**config.mk**
```make
export PLATFORM = sky130hd
export DESIGN_NAME = magnitude_search_ctrl
export DESIGN_NICKNAME = d
export VERILOG_FILES = /design/src/rtl/magnitude_search_ctrl.sv
export SDC_FILE = /design/constraint.sdc
export NUM_CORES = 1
export LEC_CHECK = 0
export ABC_CLOCK_PERIOD_IN_PS = 9000
export BUFFER_PORTS_ARGS = -buffer_cell sky130_fd_sc_hd__buf_4
export CORE_MARGIN = 2
export CORE_UTILIZATION = 60
export CTS_BUF_LIST = sky130_fd_sc_hd__clkbuf_4 sky130_fd_sc_hd__clkbuf_8
export DETAILED_ROUTE_END_ITERATION = 8
export GPL_TIMING_DRIVEN = 0
export PLACE_DENSITY_LB_ADDON = 0.1
export SLEW_MARGIN = 20
export SYNTH_ARGS = -nofsm -noshare
export SYNTH_HDL_FRONTEND = slang
export SYNTH_SLANG_ARGS = --single-unit
```
**constraint.sdc**
```tcl
create_clock -name clk -period 9 [get_ports clk]
set_clock_uncertainty 0.2 [all_clocks]
set_input_delay 0.45 -clock clk [delete_from_list [all_inputs] [get_ports clk]]
set_output_delay 0.45 -clock clk [all_outputs]
set_load 0.005 [all_outputs]
```
**src/rtl/magnitude_search_ctrl.sv**
```systemverilog
// Binary-search controller: drives a probe into an external comparator and
// narrows [low, high] from its less/equal/greater flags until a hit or an empty range.
module magnitude_search_ctrl #(
    parameter int WIDTH = 4
) (
    input  logic             clk,
    input  logic             rst_n,
    input  logic             start,
    input  logic             less,
    input  logic             equal,
    input  logic             greater,
    output logic [WIDTH-1:0] probe,
    output logic             busy,
    output logic             done,
    output logic             found,
    output logic [WIDTH-1:0] result,
    output logic             error,
    output logic [3:0]       steps
);

    typedef enum logic [1:0] {IDLE, PROBE, DONE, ERR} state_t;

    localparam logic [WIDTH-1:0] MAX_VAL = '1;
    localparam logic [WIDTH-1:0] ONE     = WIDTH'(1);

    state_t           state_reg,  state_next;
    logic [WIDTH-1:0] low_reg,    low_next;
    logic [WIDTH-1:0] high_reg,   high_next;
    logic [WIDTH-1:0] probe_reg,  probe_next;
    logic [WIDTH-1:0] result_reg, result_next;
    logic             found_reg,  found_next;
    logic [3:0]       steps_reg,  steps_next;
    logic [WIDTH:0]   mid_sum;

    always_ff @(posedge clk or negedge rst_n) begin
        if (!rst_n) begin
            state_reg  <= IDLE;
            low_reg    <= '0;
            high_reg   <= '0;
            probe_reg  <= '0;
            result_reg <= '0;
            found_reg  <= 1'b0;
            steps_reg  <= '0;
        end else begin
            state_reg  <= state_next;
            low_reg    <= low_next;
            high_reg   <= high_next;
            probe_reg  <= probe_next;
            result_reg <= result_next;
            found_reg  <= found_next;
            steps_reg  <= steps_next;
        end
    end

    always_comb begin
        state_next  = state_reg;
        low_next    = low_reg;
        high_next   = high_reg;
        probe_next  = probe_reg;
        result_next = result_reg;
        found_next  = found_reg;
        steps_next  = steps_reg;
        mid_sum     = '0;
        case (state_reg)
            IDLE: begin
                if (start) begin
                    state_next  = PROBE;
                    low_next    = '0;
                    high_next   = MAX_VAL;
                    probe_next  = MAX_VAL >> 1;
                    steps_next  = '0;
                    found_next  = 1'b0;
                    result_next = '0;
                end
            end
            PROBE: begin
                steps_next = steps_reg + 4'd1;
                case ({less, equal, greater})
                    3'b010: begin
                        result_next = probe_reg;
                        found_next  = 1'b1;
                        state_next  = DONE;
                    end
                    3'b100: begin
                        // Guard probe==0 so high never wraps below zero
                        if (probe_reg == '0) begin
                            state_next = DONE;
                        end else begin
                            high_next = probe_reg - ONE;
                            if (low_reg > high_next) begin
                                state_next = DONE;
                            end else begin
                                mid_sum    = {1'b0, low_reg} + {1'b0, high_next};
                                probe_next = WIDTH'(mid_sum >> 1);
                            end
                        end
                    end
                    3'b001: begin
                        if (probe_reg == MAX_VAL) begin
                            state_next = DONE;
                        end else begin
                            low_next = probe_reg + ONE;
                            if (low_next > high_reg) begin
                                state_next = DONE;
                            end else begin
                                mid_sum    = {1'b0, low_next} + {1'b0, high_reg};
                                probe_next = WIDTH'(mid_sum >> 1);
                            end
                        end
                    end
                    default: state_next = ERR;
                endcase
            end
            DONE:    state_next = IDLE;
            ERR:     state_next = IDLE;
            default: state_next = IDLE;
        endcase
    end

    assign probe  = probe_reg;
    assign result = result_reg;
    assign found  = found_reg;
    assign steps  = steps_reg;
    assign busy   = (state_reg != IDLE);
    assign done   = (state_reg == DONE);
    assign error  = (state_reg == ERR);

endmodule
```
### Word-level counts from Yosys, hierarchy flattened

Index checks and enable logic that the tools add are counted.

* memories kept: 0
* output and inout bits: 16
* input bits: 6
* bits in writable memories: 0
* bits in read-only memories: 0
* logic and storage cells: 73
* latch bits: 0
* register bits after elaboration: 23

* div/mod/pow operators: 0
* multiplexer cells: 28
* shift-type cells: 0
* multiply operators: 0
* reduce and logical (&&, ||, !) cells: 11
* $add $sub $neg: 5
* equal/unequal tests: 20
* bitwise operators: 0
* order comparisons: 2

Operators by type and width (number)
* $mux W4: 12
* $pmux W4 S2: 6
* $ne A3 B3 Y1 const B: 4
* $pmux W2 S3: 2
* $add A4 B4 Y5: 2
* $mux W2: 5
* $add A4 B1 Y4 const B: 2
* $gt A4 B4 Y1: 2
* $ne A2 B2 Y1 const B: 4
* $ne A4 B4 Y1 const B: 2
* $reduce_and A4 Y1: 2
* $reduce_and A7 Y1: 1
* $reduce_and A3 Y1: 2
* $eq A2 B2 Y1 const B: 2
* $eq A4 B4 Y1 const B: 1
* $logic_not A4 Y1: 1
* $ne A2 B1 Y1 const B: 2
* $reduce_bool A2 Y1: 2
* $sub A4 B1 Y4 const B: 1
* $eq A3 B1 Y1 const B: 1
* $eq A3 B2 Y1 const B: 1
* $eq A3 B3 Y1 const B: 1
* $ne A3 B2 Y1 const B: 1
* $eq A2 B1 Y1 const B: 1
* 5 further kinds: 6

### Longest topological paths before layout

Gate-level depths: netlist of run 1.

* depth in word-level cells: 6
* mapped depth: 10
* gate-level depth less buffers: 10

### Least setup slack after synthesis of run 1

Ideal clock, no wire load.

* path type: register to register
* start point: register probe_reg[0] (netlist: probe[0])
* end point: register probe_reg[3] (netlist: probe[3])
* library setup time: 0.128 ns
* cell stages (with the launch flop): 9
* period minus slack after synthesis: 2.885 ns
* data arrival time: 2.558 ns
* buffers on the path: 0
* setup slack: 6.115 ns
* data required time: 8.672 ns
* path through: dfrtp_1 inv_1 ha_1 ha_1 nand3_1 o221a_2 or4_4 nand3_2 mux2_1

* longest elaborated chain between the ends: 6
* elaborated cells between the ends (all ways): 19
* those cells by class: 4 x add/sub; 2 x order compare; 5 x eq/ne; 6 x mux; 2 x reduce/logical

RTL lines
* from (decl): line 29 `logic [WIDTH-1:0] probe_reg, probe_next;`
* from (signal assigned): line 48 `probe_reg <= probe_next;`
* $add A4 B1 Y4 / $sub A4 B1 Y4 (equally long branches): line 102, 89
* $add A4 B4 Y5 (on tied branches): line 106, 93
* $mux W4 (on tied branches): line 103, 90
* $mux W4 (on tied branches): line 99, 86
* $pmux W4 S2: line 78 `case ({less, equal, greater})`
* $pmux W4 S2: line 64 `case (state_reg)`

Several ways; a longest one is shown, not always the timed one. The select of a mux whose other input is x is not followed.
A chain may end at the register's enable or synchronous reset.

### Worst setup path after layout of run 1

Ends and elaborated chain as after synthesis.

==> reports/metrics.yaml, run 1 <==
status: "complete, no violations"
synth_cell_types: 47
rr_endpoint: "probe[3]"
cts_tree: "built"
tns_ns: 0
p_sw_frac: 0.467
cp_data_required_time_ns: 9.00
setup_viol: 0
syn_avg_cell_area_um2: 9.26
async_reset_ff_frac: 1.00
antenna_found_initial: 0
track_usage: 0.242
layout_min_cycle_time_ns: 3.23
crit_fanout: 8
dr.pass1.iters: 5
vias: 1441
routed_wl_mm: 3.60
grt_max_degree: 24
routabilityCongestion: 0.886
syn-instance-count: 182
numCtsBuffers: 3
postRouteAntennaNets: 0
areaGrowthSynthToFinish_pct: 14.0
hold_start: "greater"
critPathLaunch: "probe[0]"
slew_headroom: 0.505
placed_area_um2: 1880
vias_per_cell: 6.03
wire_per_inst_um: 15.1
cts.sinks: 23
synthMuxAreaShare: 0.0431
power_frac_comb: 0.656
clk_pin_slew_ns: 0.12
synth_nets: 209
net-switching-power_uw: 312
cts_root_buf: "clkbuf_4"
yosysSeqAreaShare: 0.341
cts_buffer_depth: 2
arrival_ns: 3.24
yosys.area_share.adder: 0.165
reg2reg_depth: 9
tightest_slew_ns: 0.743
cts_max_level: 1
nNetsFinal: 236
ys_warn_count: 0
yosys.area_share.simple: 0.195
max_cap_violations: 0
drcViolationCount: 0
p_seq_frac: 0.267
synth_top_family_by_area: "simple AND/OR/NAND/NOR gates"
setup.worst_path.start_class: "register"
p_per_area_nw_per_um2: 347
hold_viol: 0
reg2reg_from: "probe[0]"
synthesis.area_um2: 1690
portBuffers: 21
drv_slew: 0
hpwl_mm: 2.81
grt_pass1_vias: 1383
rsz0062_at_grt: "false"
hold_path_class: "input port to register"
die_area_um2: 3250
synth_xor_area_frac: 0.0520
antenna_cells: 0
synth_flop_cell: "dfrtp_1"
clock_latency_ns: 0.31
yosys.area.top_type: "dfrtp_1"
initial_utilization: 0.622
grt-ovfl-total: 0
p_leak_nw: 0.943
synth-edff-count: 0
rows: 19
yosys_register_bits: 23
internal_power_uw: 355
core_area_um2: 2710
clockPowerShare: 0.077
drt_iter0_drc: 87
die_h_um: 57
postLayoutCellArea_um2: 1920
rrSetupSlack_ns: 5.77
crit_end: "probe[3]"
critPathKind: "register to register"
synth_compound_area_frac: 0.159
io_pins: 22
clock.fmax_mhz: 310
postCtsSetupBuffers: 0
drive_gt1_frac: 0.163
period_share: 0.359
ir_drop_mv: 0.258
die_w_um: 57
synthTopCellsByArea: "dfrtp_1, ha_1, nand2_1, xnor2_1, nor2_1"
synth_top_area_frac: 0.341
grt_first_pass_wirelength_mm: 6.27
end_kind: "register"
what timing repair did:
action,CTS,global route
hold endpoints to repair,23,0
gates resized for setup,0,0
hold buffers,1,0
cell usage in the layout, fill, tap and decap left out, types with 2 or more instances in the layout:
master and n:
a21oi_1 8, a31oi_1 3, and2_1 3, buf_4 21, clkbuf_1 5, clkbuf_4 4
dfrtp_1 23, fa_1 2, ha_1 19, inv_1 14, mux2i_1 5, nand2_1 17
nand2b_1 3, nand3_1 4, nor2_1 15, nor2b_1 3, nor3_1 2, nor3b_1 3
o21ai_0 8, o31ai_1 6, or2_2 2, or3_1 2, xnor2_1 7, xor2_1 3
worst min path at each step:
| stage | to | slack, ns | depth (start not counted) |
|---|---|---|---|
| 6_report | result[1] | 0.30 | 4 |
| 4_1_cts | result[3] | 0.30 | 4 |
| 5_1_grt | steps[0] | 0.31 | 4 |
| 3_3_place_gp | steps[3] | 0.16 | 1 |
| 3_5_place_dp | steps[2] | 0.16 | 1 |
| 2_1_floorplan | found | -0.05 | 0 |
power by group through the flow:
stage | Clock (mW) | Sequential [mW] | Combinational (mW)
global route | 0.0566 | 0.185 | 0.489
floorplan | 0 | 0.174 | 0.314
detailed placement | 0 | 0.180 | 0.434
global placement | 0 | 0.177 | 0.421
finish | 0.0511 | 0.178 | 0.438
CTS | 0.0516 | 0.178 | 0.437
critical path: stages (launching register included):
cell and delay, ns:
dfrtp_1 0.50, inv_1 0.23, ha_1 0.28, xnor2_1 0.29
inv_1 0.09, ha_1 0.37, nor4b_1 0.51, a211o_1 0.19
nand3_2 0.13, mux2_1 0.33
per-stage QoR:
step	hold WS, ns	power, mW	instances	setup WS, ns	utilization
after floorplan	-0.0456	0.488	182	6.11	-
after global placement	0.155	0.599	234	5.88	0.694
after detailed placement	0.160	0.615	234	5.84	0.694
after CTS	0.296	0.666	239	5.80	0.709
after global routing	0.311	0.731	239	5.54	0.709
final	0.296	0.667	239	5.77	0.709
cell families after synthesis:
logic type,Yosys count
mux,7
fa+ha+maj,21
simple gates,62
xor+xnor,10
flops,23
buf+inv,20
compound gates,39
Yosys cell counts, drive strengths merged, types with 3 or more instances:
master / n
dfrtp: 23
nor2b: 3
mux2i: 5
ha: 19
nor3b: 3
nand2: 17
a31oi: 3
and2: 3
a21oi: 8
clkbuf: 5
o31ai: 6
xnor2: 7
inv: 14
xor2: 3
nor2: 15
nand2b: 3
o21ai: 8
nand3: 5
layer usage:
metal  global-route usage  part of all wire
met1                0.336              0.45
met2                0.409              0.49
met3               0.0227             0.046
met4               0.0631            0.0097
met5                    0                 0
layout make-up:
| class | count | area (um^2) |
|---|---|---|
| well taps | 31 | 38.8 |
| plain buffers | 6 | 23.8 |
| repair buffers | 22 | 168 |
| fillers | 222 | 788 |
| flip-flops and latches | 23 | 576 |
| multi-input cells | 139 | 1030 |
| inverters | 14 | 52.6 |
| clock buffers | 4 | 30.0 |
Note: power is estimated with default switching activity, not from simulation.
==> inputs of run 2 (changes only) <==
- ABC_AREA: not set -> 1
- ABC_CLOCK_PERIOD_IN_PS: 9000 -> 2670
- CORE_UTILIZATION: 60 -> 54
- clock period: 9 -> 2.67 ns (I/O delays scaled with it)
==> run 2 against run 1 <==
Final cell count grew 27%; sequential share of layout area shrank 1.8 points; fmax grew 30%; global-route usage shrank 1.9 points; die area grew 16%; via count grew 5.4%; routed wire length grew 4.1%; synthesized cell count grew 27%; first-iteration DRC count shrank 3.4%; critical path type unchanged; critical endpoint is now probe[2]; largest cell class unchanged; largest power group unchanged.
==> reports/metrics.yaml, run 2 <==
core_area_um2: 3100  # was 2710 um^2
drv_slew: 0  # unchanged
clockPowerShare: 0.061  # was 0.077
yosys_register_bits: 23  # unchanged
ys_warn_count: 0  # unchanged
tns_ns: 0  # unchanged
wire_per_inst_um: 12.4  # was 15.1 um
drive_gt1_frac: 0.201  # was 0.163
io_pins: 22  # unchanged
use_met2: 0.354  # was 0.409
vias_per_cell: 5.01  # was 6.03
async_reset_ff_frac: 1.00  # unchanged
clock.fmax_mhz: 403  # was 310 MHz
critPathMaxStageDelay_ns: 0.44  # was 0.51 ns
numCtsBuffers: 3  # unchanged
whs_path_depth: 3  # was 4
slew_headroom: 0.760  # was 0.505
postRouteAntennaNets: 0  # unchanged
reg2reg_depth: 11  # was 9
rsz0062_at_grt: "false"  # unchanged
synth_xor_area_frac: 0.0147  # was 0.0520
critPathKind: "register to register"  # unchanged
hold_path_class: "input port to register"  # unchanged
placed_area_um2: 1990  # was 1880 um^2
hold_start: "equal"  # was greater
nNetsFinal: 287  # was 236
syn-instance-count: 231  # was 182
reg2reg_from: "probe[0]"  # unchanged
syn_avg_cell_area_um2: 7.71  # was 9.26 um^2
cts_max_level: 1  # unchanged
cts.sinks: 23  # unchanged
cts_root_buf: "clkbuf_4"  # unchanged
synth_nets: 258  # was 209
synthTopCellsByArea: "dfrtp_1, ha_1, nand2_1, nand3_1, inv_1"  # was dfrtp_1, ha_1, nand2_1, xnor2_1, nor2_1
dr.pass1.iters: 4  # was 5
p_leak_nw: 1.10  # was 0.943 nW
synthMuxAreaShare: 0.00632  # was 0.0431
grt.busiest_layer: "met2"  # unchanged
die_h_um: 61.4  # was 57 um
routed_wl_mm: 3.75  # was 3.60 mm
tightest_slew_ns: 0.359  # was 0.743 ns
period_share: 0.930  # was 0.359
worst-path-buf-inv: 1  # was 2
synth_common_cells: "nand2_1, nand3_1, inv_1, nor2_1, dfrtp_1"  # was dfrtp_1, ha_1, nand2_1, nor2_1, inv_1
layout_common_cells: "nand2_1, nand3_1, inv_1, nor2_1, buf_4"  # was dfrtp_1, buf_4, ha_1, nand2_1, nor2_1
max_cap_violations: 0  # unchanged
arrival_ns: 2.51  # was 3.24 ns
end_kind: "register"  # unchanged
die_w_um: 61.4  # was 57 um
yosysSeqAreaShare: 0.323  # was 0.341
p_seq_frac: 0.233  # was 0.267
antenna_found_initial: 0  # unchanged
clock_latency_ns: 0.32  # was 0.31 ns
drcViolationCount: 0  # unchanged
crit_slowest_cell: "dfrtp_2"  # was nor4b_1
rrSetupSlack_ns: 0.19  # was 5.77 ns
critPathTopFamily: "simple AND/OR/NAND/NOR gates"  # was adder cells
vias: 1519  # was 1,441
hold_viol: 0  # unchanged
p_sw_frac: 0.518  # was 0.467
layout_commonest_cell: "nand2_1"  # was dfrtp_1
synthesis.area_um2: 1780  # was 1690 um^2
layout_min_cycle_time_ns: 2.48  # was 3.23 ns
track_usage: 0.223  # was 0.242
crit_fanout: 9  # was 8
rows: 20  # was 19
clk_pin_slew_ns: 0.13  # was 0.12 ns
grt_pass1_vias: 1338  # was 1,383
synth_compound_area_frac: 0.0941  # was 0.159
synth_top_family_by_area: "simple AND/OR/NAND/NOR gates"  # unchanged
grt_util_met1: 0.318  # was 0.336
cp_data_required_time_ns: 2.70  # was 9.00 ns
synth-edff-count: 0  # unchanged
portBuffers: 21  # unchanged
grt_first_pass_wirelength_mm: 6.09  # was 6.27 mm
status: "complete, no violations"  # unchanged
yosysMostFrequentCell: "nand2_1"  # was dfrtp_1
cts_tree: "built"  # unchanged
synth_top_area_frac: 0.323  # was 0.341
crit_path_frequent_cell: "nand2_1"
crit_cells: 11  # was 9
yosys.area_share.adder: 0.156  # was 0.165
power_frac_comb: 0.706  # was 0.656
cts_buffer_depth: 2  # unchanged
net-switching-power_mw: 1.45  # was 312 uW
whs_endpoint: "found"  # was result[1]
drt_iter0_drc: 84  # was 87
grt-ovfl-total: 0  # unchanged
setup_viol: 0  # unchanged
path_cells: "inv_2 > ha_1 > or2_2 > nand2_1 > ha_2 > nor2_1 > a21boi_0 > nand2_1 > nand3_2 > nand3_1 > nand2_1"  # was inv_1 > ha_1 > xnor2_1 > inv_1 > ha_1 > nor4b_1 > a211o_1 > nand3_2 > mux2_1
die_area_um2: 3770  # was 3250 um^2
internal_power_mw: 1.35  # was 355 uW
areaGrowthSynthToFinish_pct: 15.3  # was 14.0%
synth_flop_cell: "dfrtp_1"  # unchanged
grt_max_degree: 24  # unchanged
yosys.area_share.simple: 0.327  # was 0.195
rr_endpoint: "probe[2]"  # was probe[3]
synth_cell_types: 31  # was 47
use_met3: 0.0357  # was 0.0227
setup.worst_path.start_class: "register"  # unchanged
postLayoutCellArea_um2: 2050  # was 1920 um^2
n_fill_cell: 297  # was 222
initial_utilization: 0.574  # was 0.622
hpwl_mm: 2.89  # was 2.81 mm
yosys.area.top_type: "dfrtp_1"  # unchanged
antenna_cells: 0  # unchanged
p_per_area_nw_per_um2: 1360  # was 347 nW/um^2
ir_drop_mv: 0.522  # was 0.258 mV
routabilityCongestion: 0.814  # was 0.886
## run 2: cell types whose count changed in the layout (fill, tap and decap cells not counted), moves of 4 or more
cell and delta:
clkbuf_1 -5, inv_1 +12, inv_2 +4, mux2i_1 -5, nand2_1 +32, nand3_1 +24
nor2_1 +9, o21ai_0 +7, o31ai_1 -6, xnor2_1 -6
## run 2: repair_timing
item	CTS	global route
endpoints found under the setup margin	4	6
hold endpoints to repair	26	0
gates resized for setup	1	3
hold buffers	2	0
setup buffers	0	1
## run 2: final cells by class
| type | instances | area, um^2 | share of cell area |
|---|---|---|---|
| multi-input cells | 174 | 1070 | 0.520 |
| flip-flops and latches | 23 | 578 | 0.281 |
| repair buffers | 24 | 185 | 0.0901 |
| clock inverters | 1 | 5.00 | 0.00244 |
| well taps | 44 | 55.1 | 0.0268 |
| plain buffers | 2 | 16.3 | 0.00792 |
| clock buffers | 3 | 22.5 | 0.0110 |
| inverters | 32 | 124 | 0.0603 |
## run 2: how the worst max path moves through the flow
| stage | startpoint | endpoint | slack (ns) |
|---|---|---|---|
| 6_report | probe[0] | probe[2] | 0.19 |
| 5_1_grt | probe[0] | probe[1] | 0.006 |
| 4_1_cts | probe[0] | probe[2] | 0.08 |
| 3_5_place_dp | probe[0] | probe[2] | 0.02 |
| 3_3_place_gp | probe[0] | probe[2] | 0.04 |
| 2_1_floorplan | probe[0] | probe[2] | 0.35 |
## run 2: through the flow
stage,hold slack [ns],power [mW],utilization,instances,setup slack [ns]
floorplan,-0.362,2.09,-,231,0.348
global placement,-0.152,2.59,0.643,296,0.0448
detailed placement,-0.154,2.60,0.643,296,0.0195
CTS,0.000276,2.79,0.658,302,0.0838
global route,0.0241,3.14,0.662,303,0.00599
finish,0.00703,2.80,0.662,303,0.187
## run 2: cell families (layout without fill, tap and decap cells)
kind of cell             after synthesis  after routing
buffers and inverters                 34             62
AO/OA/AOI/OAI                         31             31
adder cells (fa/ha/maj)               21             21
multiplexers                           1              1
flip-flops                            23             23
XOR/XNOR                               3              3
AND/OR/NAND/NOR                      118            118
## run 2: routing by layer
layer / vias up / wire (um)
li1: 804 / -
met1: 679 / 1870
met2: 32 / 1690
met3: 4 / 159
met4: 0 / 36
met5: - / 0
## run 2: worst reg2reg max path: stages, from the launching register on
cell	delay, ns
dfrtp_2	0.44
inv_2	0.12
ha_1	0.23
or2_2	0.29
nand2_1	0.12
ha_2	0.33
nor2_1	0.14
a21boi_0	0.10
nand2_1	0.10
nand3_2	0.14
nand3_1	0.14
nand2_1	0.06
## run 2: power groups by stage
stage / Combinational (mW) / Sequential, mW / Clock, mW
3_3_place_gp: 1.93 / 0.658 / 0
4_1_cts: 1.96 / 0.655 / 0.176
3_5_place_dp: 1.94 / 0.660 / 0
2_1_floorplan: 1.45 / 0.637 / 0
5_1_grt: 2.27 / 0.676 / 0.195
6_report: 1.98 / 0.653 / 0.170
==> inputs of run 3 (changes only) <==
- BUFFER_PORTS_ARGS: -buffer_cell sky130_fd_sc_hd__buf_4 -> -buffer_cell sky130_fd_sc_hd__buf_2
==> run 3 against run 2 <==
Utilization down 1.4 points; combinational power fell by 2%; register-to-register slack about the same; sequential share of layout area is 0.55 points higher; cell area shrank 2.1%; first-iteration DRC count is 11% higher; critical path type unchanged.
==> reports/metrics.yaml, run 3 (same netlist as run 2, synthesis figures left out) <==
postCtsSetupBuffers: 0  # unchanged
status: "complete, no violations"  # unchanged
hold_start: "less"  # was equal
period_share: 0.932  # was 0.930
setup_viol: 0  # unchanged
p_sw_frac: 0.533  # was 0.518
routed_wl_mm: 3.74  # was 3.75 mm
cts_tree: "built"  # unchanged
wl_met3_um: 179  # was 159 um
vias_per_cell: 5.00  # was 5.01
track_usage: 0.225  # was 0.223
reg2reg_from: "probe[1]"  # was probe[0]
p_leak_nw: 1.09  # was 1.10 nW
areaGrowthSynthToFinish_pct: 12.9  # was 15.3%
max_cap_violations: 0  # unchanged
pre_cts_slack_ns: 0.00946  # was 0.0195 ns
p_seq_frac: 0.236  # was 0.233
grt_pass1_vias: 1346  # was 1,338
antenna_cells: 0  # unchanged
hold_path_class: "input port to register"  # unchanged
drt_iter0_drc: 93  # was 84
dr.pass1.iters: 4  # unchanged
end_kind: "register"  # unchanged
die_h_um: 61.4  # unchanged
antenna_found_initial: 0  # unchanged
power_frac_comb: 0.702  # was 0.706
initial_utilization: 0.574  # unchanged
cts_buffer_depth: 2  # unchanged
clockPowerShare: 0.063  # was 0.061
crit_fanout: 6  # was 9
rows: 20  # unchanged
dr_wl_met2_mm: 1.66  # was 1.69 mm
die_area_um2: 3770  # unchanged
cts.sinks: 23  # unchanged
drcViolationCount: 0  # unchanged
cp_data_required_time_ns: 2.69  # was 2.70 ns
hold_viol: 0  # unchanged
grt-ovfl-total: 0  # unchanged
grt_max_degree: 24  # unchanged
wire_per_inst_um: 12.3  # was 12.4 um
portBuffers: 21  # unchanged
grt_first_pass_wirelength_mm: 6.20  # was 6.09 mm
net-switching-power_mw: 1.47  # was 1.45 mW
layout_common_cells: "nand2_1, nand3_1, inv_1, nor2_1"  # was nand2_1, nand3_1, inv_1, nor2_1, buf_4
rsz0062_at_grt: "false"  # unchanged
clock_latency_ns: 0.33  # was 0.32 ns
layout_min_cycle_time_ns: 2.49  # was 2.48 ns
tns_ns: 0  # unchanged
cts_root_buf: "clkbuf_4"  # unchanged
core_area_um2: 3100  # unchanged
critPathLaunch: "probe[1]"  # was probe[0]
tightest_slew_ns: 0.535  # was 0.359 ns
postRouteAntennaNets: 0  # unchanged
io_pins: 22  # unchanged
hpwl_mm: 2.96  # was 2.89 mm
vias: 1516  # was 1,519
final_core_util: 0.648  # was 0.662
layout_setup_ws_ns: 0.182  # was 0.187 ns
p_per_area_nw_per_um2: 1370  # was 1360 nW/um^2
die_w_um: 61.4  # unchanged
clock.fmax_mhz: 402  # was 403 MHz
met1Wirelength_mm: 1.83  # was 1.87 mm
drive_gt1_frac: 0.193  # was 0.201
critPathKind: "register to register"  # unchanged
drv_slew: 0  # unchanged
ir_drop_mv: 0.600  # was 0.522 mV
clk_pin_slew_ns: 0.14  # was 0.13 ns
nNetsFinal: 287  # unchanged
routabilityCongestion: 0.839  # was 0.814
setup.worst_path.start_class: "register"  # unchanged
cts_max_level: 1  # unchanged
route.top_layer_used: "met4"  # unchanged
reg2reg_depth: 11  # unchanged
layout_commonest_cell: "nand2_1"  # unchanged
slew_headroom: 0.643  # was 0.760
whs_path_depth: 4  # was 3
arrival_ns: 2.51  # about the same
numCtsBuffers: 3  # unchanged
internal_power_mw: 1.29  # was 1.35 mW
## run 3: area by class of cell
| cell class | instances | area [um^2] |
|---|---|---|
| Buffer | 2 | 16.3 |
| Clock buffer | 3 | 22.5 |
| Clock inverter | 1 | 5.00 |
| Fill cell | 310 | 1090 |
| Inverter | 32 | 124 |
| Multi-Input combinational cell | 174 | 1080 |
| Sequential cell | 23 | 577 |
| Tap cell | 44 | 55.1 |
| Timing Repair Buffer | 24 | 135 |
## run 3: repair_timing
item | in CTS | in global routing
endpoints found under the setup margin | 4 | 6
gates resized for setup | 1 | 3
hold endpoints to repair | 26 | 0
hold buffers | 3 | 0
## run 3: critical path, stage by stage (launching register included)
cell	delay (ns)
dfrtp_1	0.48
inv_1	0.11
ha_1	0.20
or2_2	0.29
nand2_1	0.12
ha_2	0.33
nor2_1	0.14
a21boi_0	0.10
nand2_1	0.13
nand2_1	0.07
nand3_1	0.11
o211ai_1	0.10
## run 3: layer usage
layer  GRT usage  vias to the layer above
met5           0                        -
met4      0.0760                        0
met3      0.0252                        7
met2       0.350                       37
met1       0.325                      663
li1            -                      809
## run 3: worst paths after layout
check / endpoint / slack (ns)
worst max-delay path: state_reg[0] / 0.18
worst min-delay path: found / 0.03
worst max register to register: state_reg[0] / 0.18
worst min register to register: found / 0.30
max in group asynchronous: probe[0] / 1.78
min in group asynchronous: probe[2] / 0.10
## run 3: power by group through the flow
| stage | registers (mW) | logic [mW] | clock network (mW) |
|---|---|---|---|
| finish | 0.650 | 1.94 | 0.173 |
| global route | 0.680 | 2.24 | 0.190 |
| detailed placement | 0.656 | 1.92 | 0 |
| global placement | 0.652 | 1.88 | 0 |
| floorplan | 0.637 | 1.45 | 0 |
| CTS | 0.649 | 1.93 | 0.177 |
## run 3: through the flow
stage | cells | area [um^2] | hold slack (ns) | power [mW]
finish | 303 | 2010 | 0.0257 | 2.76
global route | 303 | 2010 | 0.0489 | 3.11
CTS | 303 | 2000 | 0.0205 | 2.76
detailed placement | 296 | 1940 | -0.0455 | 2.57
global placement | 296 | 1940 | -0.0563 | 2.53
floorplan | 231 | 1780 | -0.362 | 2.09
